### src/rtl/input_port_if.sv
// CPU-side read handshake for the switch input port: level request, pulsed ack,
// plus buffer status flags.
`timescale 1ns/1ps

interface input_port_if #(
  parameter int DATA_WIDTH = 16
);
  logic                  rd_req;
  logic                  rd_ack;
  logic [DATA_WIDTH-1:0] rd_data;
  logic                  full;
  logic                  overrun;

  modport master (output rd_req, input rd_ack, rd_data, full, overrun);
  modport slave  (input rd_req, output rd_ack, rd_data, full, overrun);
endinterface

### src/rtl/input_port.sv
// Switch input port: synchronizes switches and the enter button, debounces the button,
// captures the switches on each press and hands the value to the CPU via a one-entry buffer.
`timescale 1ns/1ps

module input_port #(
  parameter int DATA_WIDTH = 16,
  parameter int IN_WIDTH   = 4,
  parameter int DEB_CYCLES = 1000000
) (
  input  logic                clk,
  input  logic                rst_n,
  input  logic [IN_WIDTH-1:0] sw,
  input  logic                btn_enter,
  input_port_if.slave         bus
);

  localparam int CNT_W = $clog2(DEB_CYCLES);
  localparam logic [CNT_W-1:0] CNT_MAX = CNT_W'(DEB_CYCLES - 1);

  typedef enum logic [1:0] {
    ST_EMPTY = 2'd0,
    ST_FULL  = 2'd1,
    ST_WAIT  = 2'd2,
    ST_ACK   = 2'd3
  } state_t;

  logic [IN_WIDTH-1:0]   sw_meta_r;
  logic [IN_WIDTH-1:0]   sw_s_r;
  logic                  btn_meta_r;
  logic                  btn_s_r;
  logic                  btn_db_r;
  logic                  btn_db_d_r;
  logic [CNT_W-1:0]      cnt_r;
  state_t                state_r;
  logic [DATA_WIDTH-1:0] buf_r;
  logic                  rd_ack_r;
  logic [DATA_WIDTH-1:0] rd_data_r;
  logic                  full_r;
  logic                  overrun_r;

  logic                  press_s;
  logic [DATA_WIDTH-1:0] cap_val_s;

  // Two-flop synchronizers for the asynchronous switch and button inputs
  always_ff @(posedge clk or negedge rst_n) begin
    if (!rst_n) begin
      sw_meta_r  <= '0;
      sw_s_r     <= '0;
      btn_meta_r <= 1'b0;
      btn_s_r    <= 1'b0;
    end else begin
      sw_meta_r  <= sw;
      sw_s_r     <= sw_meta_r;
      btn_meta_r <= btn_enter;
      btn_s_r    <= btn_meta_r;
    end
  end

  // Debounce: the synchronized button must differ from btn_db for DEB_CYCLES edges in a row
  always_ff @(posedge clk or negedge rst_n) begin
    if (!rst_n) begin
      cnt_r      <= '0;
      btn_db_r   <= 1'b0;
      btn_db_d_r <= 1'b0;
    end else begin
      btn_db_d_r <= btn_db_r;
      if (btn_s_r == btn_db_r) begin
        cnt_r <= '0;
      end else if (cnt_r == CNT_MAX) begin
        cnt_r    <= '0;
        btn_db_r <= btn_s_r;
      end else begin
        cnt_r <= cnt_r + CNT_W'(1);
      end
    end
  end

  // Press lasts exactly the one cycle after btn_db rises; release is ignored
  assign press_s   = btn_db_r & ~btn_db_d_r;
  assign cap_val_s = DATA_WIDTH'(sw_s_r);

  // Buffer / read-handshake FSM with all outputs registered
  always_ff @(posedge clk or negedge rst_n) begin
    if (!rst_n) begin
      state_r   <= ST_EMPTY;
      buf_r     <= '0;
      rd_ack_r  <= 1'b0;
      rd_data_r <= '0;
      full_r    <= 1'b0;
      overrun_r <= 1'b0;
    end else begin
      rd_ack_r <= 1'b0;
      full_r   <= 1'b0;
      case (state_r)
        ST_EMPTY: begin
          if (press_s) begin
            state_r <= ST_FULL;
            buf_r   <= cap_val_s;
            full_r  <= 1'b1;
          end else if (bus.rd_req) begin
            state_r <= ST_WAIT;
          end else begin
            state_r <= ST_EMPTY;
          end
        end
        ST_FULL: begin
          if (bus.rd_req) begin
            state_r   <= ST_ACK;
            rd_ack_r  <= 1'b1;
            // A press racing the read wins: the CPU gets the newest value
            rd_data_r <= press_s ? cap_val_s : buf_r;
            if (press_s) begin
              overrun_r <= 1'b1;
            end
          end else if (press_s) begin
            state_r   <= ST_FULL;
            buf_r     <= cap_val_s;
            overrun_r <= 1'b1;
            full_r    <= 1'b1;
          end else begin
            state_r <= ST_FULL;
            full_r  <= 1'b1;
          end
        end
        ST_WAIT: begin
          if (press_s) begin
            state_r   <= ST_ACK;
            rd_ack_r  <= 1'b1;
            rd_data_r <= cap_val_s;
          end else if (!bus.rd_req) begin
            state_r <= ST_EMPTY;
          end else begin
            state_r <= ST_WAIT;
          end
        end
        ST_ACK: begin
          // rd_req is ignored here; the buffer was just drained so overrun is retired
          overrun_r <= 1'b0;
          if (press_s) begin
            state_r <= ST_FULL;
            buf_r   <= cap_val_s;
            full_r  <= 1'b1;
          end else begin
            state_r <= ST_EMPTY;
          end
        end
        default: begin
          state_r   <= ST_EMPTY;
          overrun_r <= 1'b0;
        end
      endcase
    end
  end

  assign bus.rd_ack  = rd_ack_r;
  assign bus.rd_data = rd_data_r;
  assign bus.full    = full_r;
  assign bus.overrun = overrun_r;

endmodule

### src/flat_wrapper.sv
// flat-port wrapper written by rule: the top's interface ports become plain ports
module input_port_flat 
#(
  parameter int DATA_WIDTH = 16,
  parameter int IN_WIDTH   = 4,
  parameter int DEB_CYCLES = 1000000
)
  (clk, rst_n, sw, btn_enter, bus_rd_req, bus_rd_ack, bus_rd_data, bus_full, bus_overrun);
  input_port_if #(.DATA_WIDTH(DATA_WIDTH)) bus_i ();
  input  logic clk;
  input  logic rst_n;
  input  logic [IN_WIDTH-1:0] sw;
  input  logic btn_enter;
  input wire logic [$bits(bus_i.rd_req)-1:0] bus_rd_req;
  output wire logic [$bits(bus_i.rd_ack)-1:0] bus_rd_ack;
  output wire logic [$bits(bus_i.rd_data)-1:0] bus_rd_data;
  output wire logic [$bits(bus_i.full)-1:0] bus_full;
  output wire logic [$bits(bus_i.overrun)-1:0] bus_overrun;
  assign bus_i.rd_req = bus_rd_req;
  assign bus_rd_ack = bus_i.rd_ack;
  assign bus_rd_data = bus_i.rd_data;
  assign bus_full = bus_i.full;
  assign bus_overrun = bus_i.overrun;
  input_port #(.DATA_WIDTH(DATA_WIDTH), .IN_WIDTH(IN_WIDTH), .DEB_CYCLES(DEB_CYCLES)) u_core (.clk(clk), .rst_n(rst_n), .sw(sw), .btn_enter(btn_enter), .bus(bus_i));
endmodule
### config.mk
export PLATFORM = sky130hd
export DESIGN_NAME = input_port_flat
export DESIGN_NICKNAME = d
export VERILOG_FILES = /design/src/rtl/input_port_if.sv /design/src/rtl/input_port.sv /design/src/flat_wrapper.sv
export SDC_FILE = /design/constraint.sdc
export NUM_CORES = 1
export LEC_CHECK = 0
export CELL_PAD_IN_SITES_DETAIL_PLACEMENT = 0
export CELL_PAD_IN_SITES_GLOBAL_PLACEMENT = 1
export CORE_MARGIN = 4
export CORE_UTILIZATION = 45
export DETAILED_ROUTE_END_ITERATION = 10
export DONT_BUFFER_PORTS = 1
export PLACE_DENSITY_LB_ADDON = 0.2
export RECOVER_POWER = 100
export SKIP_CTS_REPAIR_TIMING = 1
export SYNTH_ARGS = -nofsm -noshare
export SYNTH_HDL_FRONTEND = slang
export SYNTH_SLANG_ARGS = --single-unit
### constraint.sdc
create_clock -name clk -period 1.7 [get_ports clk]
set_input_delay 0.34 -clock clk [delete_from_list [all_inputs] [get_ports clk]]
set_output_delay 0.34 -clock clk [all_outputs]
set_load 0.05 [all_outputs]
==> results.tsv <==
stage	metric	value	unit
synth	EDFF count, synth	0	
die	Die ar.	7490	sq um
worst_setup_path	FF-to-FF path depth	7	
route	initial DRC count	35	
synth	register area share after synthesis	62.2	%
worst_setup_path	critical path startpoint category	register	
synth	#FFs+latches synth	69	
worst_setup_path	Reg2Reg Setup Slack	0.03	ns
cts	clock sink count	69	
worst_setup_path	Crit Path Max Fanout	6	
cts	Clock Tree Buf Depth	2	
placed_design	hpwl dp	3.27	mm
worst_setup_path	R2R Path Start	u_core.cnt_r[0]$_DFF_PN0_	
worst_setup_path	Critical Path Sink	u_core.cnt_r[19]$_DFF_PN0_	
placed_design	Routability Congestion	0.752	
run_status	status	complete, but fails checks	
sta	fin crit share	98.3	%
sta	worst hold slack	-0.317	ns
cts	clock buffer count from CTS	9	
synth	Synth Flop Type	dfrtp_1	
layout	Cell Count, Final, Fillers Out	351	
die	# rows	28	
die	Die Height	86.6	um
worst_setup_path	CP Class	register to register	
synth	synth top area cells	dfrtp_1 62%, a22o_1 4.1%, xnor2_1 3.8%, nor2_1 3.0%, and2_1 2.9%	
cts	Reg clk slew, reported paths	0.07	ns
die	die width	86.6	um
run_status	failing checks	hold timing	
sta	Tmin final	1.67	ns
synth	Async S/R FF share, synth	100	%
route	Total Wirelength	4.94	mm
route	antenna viol nets, final	0	
job	max capacitance violation total	0	
worst_setup_path	CP required	1.93	ns
synth	post-synthesis net count	239	
sta	fin. max-slew vios	0	
worst_setup_path	Critical Path Source	u_core.cnt_r[0]$_DFF_PN0_	
cts	H-tree depth	3	
worst_setup_path	worst r2r dst	u_core.cnt_r[19]$_DFF_PN0_	
pwr	peak supply drop	0.800	mV
sta	Clock Skew	0.00590	ns
worst_setup_path	CP endpoint kind	register	
synth	cell with the most instances after synthesis	dfrtp_1	
grt	global-route wire length before repair	8.56	mm
route	drt wl/cell	14.1	um
synth	Avg Inst Size Synth	12.3	sq um
synth	Synth cell types	39	
pwr	Static Leakage	1.59	nW
grt	initial antenna violation count	0	
placed_design	pre-CTS setup slack	0.0219	ns
grt	GRT overflow	0	
layout	Final #Nets	284	
layout	fin util	56.6	%
layout	area grow syn2layout	21.3	%
placed_design	port buffer count	0	
sta	fmax	598	MHz
grt	vias in the first global route	1807	
worst_hold_path	Hold Path Class	input port to asynchronous set/reset pin	
synth	top cells by instance count after synthesis	69 x dfrtp_1, 22 x nor2_1, 13 x a22o_1, 13 x and2_1, 12 x xnor2_1	
synth	dominant cell type by area after synthesis	dfrtp_1	
sta	RSZ-0062 raised after global routing	yes	
layout	layout cells sized above 1	25.4	%
route	via count	1791	
sta	worst slew pin tran	0.501	ns
placed_design	DP Area	3080	sq um
die	Ports	27	
cts	CTS root buffer	clkbuf_8	
synth	Yosys warning count	0	
sta	final worst-path setup slack	0.0282	ns
die	core area	5960	sq um
pwr	PD cells	921	nW/um^2
worst_setup_path	critical path data arrival time	1.90	ns
route	drt pass-1 iters	4	
synth	Gate Count Post-Synth	226	
die	Starting Density	46.6	%
route	# DRC	0	
sta	Slew HR	66.6	%
sta	final setup fails	0	
synth	Netlist Area Pre-Place	2780	sq um
synth	Yosys top cell area share	62.2	%
placed_design	Placed Cells	327	
sta	Final Hold Fails	69	
grt	GR Util All Layers	14.9	%
route	vias per cell	5.10	
layout	Final Cell Area	3370	sq um
grt	largest net degree at the start of global routing	70	
cts	CTS tree	yes	
layout	n_diodes	0	
cts	Worst-Skew Late Latency	0.34	ns
[critical path, cell delays in order, from the launching register on]
cell	delay, ns
dfrtp_1	0.38
ha_2	0.20
nand2_1	0.06
or2_4	0.24
buf_6	0.12
o31ai_4	0.31
buf_4	0.20
a21oi_1	0.05
[report_power, final]
group	leakage [nW]	total, W	internal, W	switching, W
Sequential	0.932	0.00174	0.00167	0.0000636
Combinational	0.560	0.0000981	0.0000464	0.0000517
Clock	0.0943	0.00127	0.000677	0.000590
Total	1.59	0.00310	0.00240	0.000706
[metal layers]
| layer | global-route usage (%) | share of wire, % |
|---|---|---|
| met3 | 5.23 | 4.3 |
| met2 | 23.4 | 46 |
| met4 | 6.80 | 1.9 |
| met5 | 0 | 0 |
| met1 | 18.5 | 47 |
[state kept, by name, indices dropped and copies added, names as in the netlist]
name                flops
u_core.buf_r           16
u_core.cnt_r           20
u_core.sw_meta_r        4
u_core.btn_s_r          1
u_core.sw_s_r           4
u_core.bus.full         1
u_core.bus.rd_ack       1
u_core.btn_meta_r       1
u_core.btn_db_r         1
u_core.btn_db_d_r       1
u_core.bus.overrun      1
u_core.bus.rd_data     16
u_core.state_r          2
[layout make-up]
| cell class | instances | area [sq um] |
|---|---|---|
| fillers | 527 | 2590 |
| flip-flops and latches | 69 | 1730 |
| well taps | 75 | 93.8 |
| multi-input cells | 143 | 1030 |
| clock inverters | 4 | 48.8 |
| repair buffers | 39 | 297 |
| clock buffers | 12 | 135 |
| inverters | 9 | 33.8 |
[placed cells by master (no fill, tap or decap), types with 2 or more instances in the layout]
cell and n:
dfrtp_1 67, buf_4 31, nor2_1 21, a22o_1 13
xnor2_1 12, and2_1 12, nand2_1 11, clkbuf_8 9
inv_1 8, nand4_1 6, nand3_1 5, mux2i_1 5
nor3_1 5, o21ai_1 5, clkbuf_1 5, o21ai_0 4
xor2_1 4, mux2_2 4, ha_1 4, nor4_1 3
a21oi_1 3, buf_6 3, nand2b_1 2, or4_4 2
and3_1 2, mux2_1 2, clkinv_2 2, dfrtp_2 2
[worst min path at each step]
stage	cells after the start	slack [ns]	to	start
after floorplan	0	0.04	u_core.btn_db_d_r$_DFF_PN0_	rst_n
after global placement	0	0.05	u_core.bus.overrun$_DFFE_PN0P_	rst_n
after detailed placement	0	0.05	u_core.bus.rd_ack$_DFF_PN0_	rst_n
after CTS	0	-0.33	u_core.bus.rd_ack$_DFF_PN0_	rst_n
after global routing	0	-0.33	u_core.bus.rd_ack$_DFF_PN0_	rst_n
final	0	-0.32	u_core.bus.rd_ack$_DFF_PN0_	rst_n
[logic make-up (layout without fill, tap and decap cells)]
group	count (synthesis)	in the layout	share of synthesized area, %
AO/OA/AOI/OAI	29	29	7.97
XOR/XNOR	16	16	5.04
adder cells (fa/ha/maj)	5	5	2.25
buffers and inverters	14	64	2.03
flip-flops	69	69	62.2
multiplexers	11	11	4.23
AND/OR/NAND/NOR	82	82	16.3
[stage by stage]
stage	TNS, ns	hold WS, ns	total power [W]
floorplan	0	0.0444	0.00182
global placement	0	0.0459	0.00185
detailed placement	0	0.0459	0.00186
CTS	0	-0.331	0.00314
global route	-0.992	-0.334	0.00323
finish	0	-0.317	0.00310
Power figures use the tool's default switching activity.
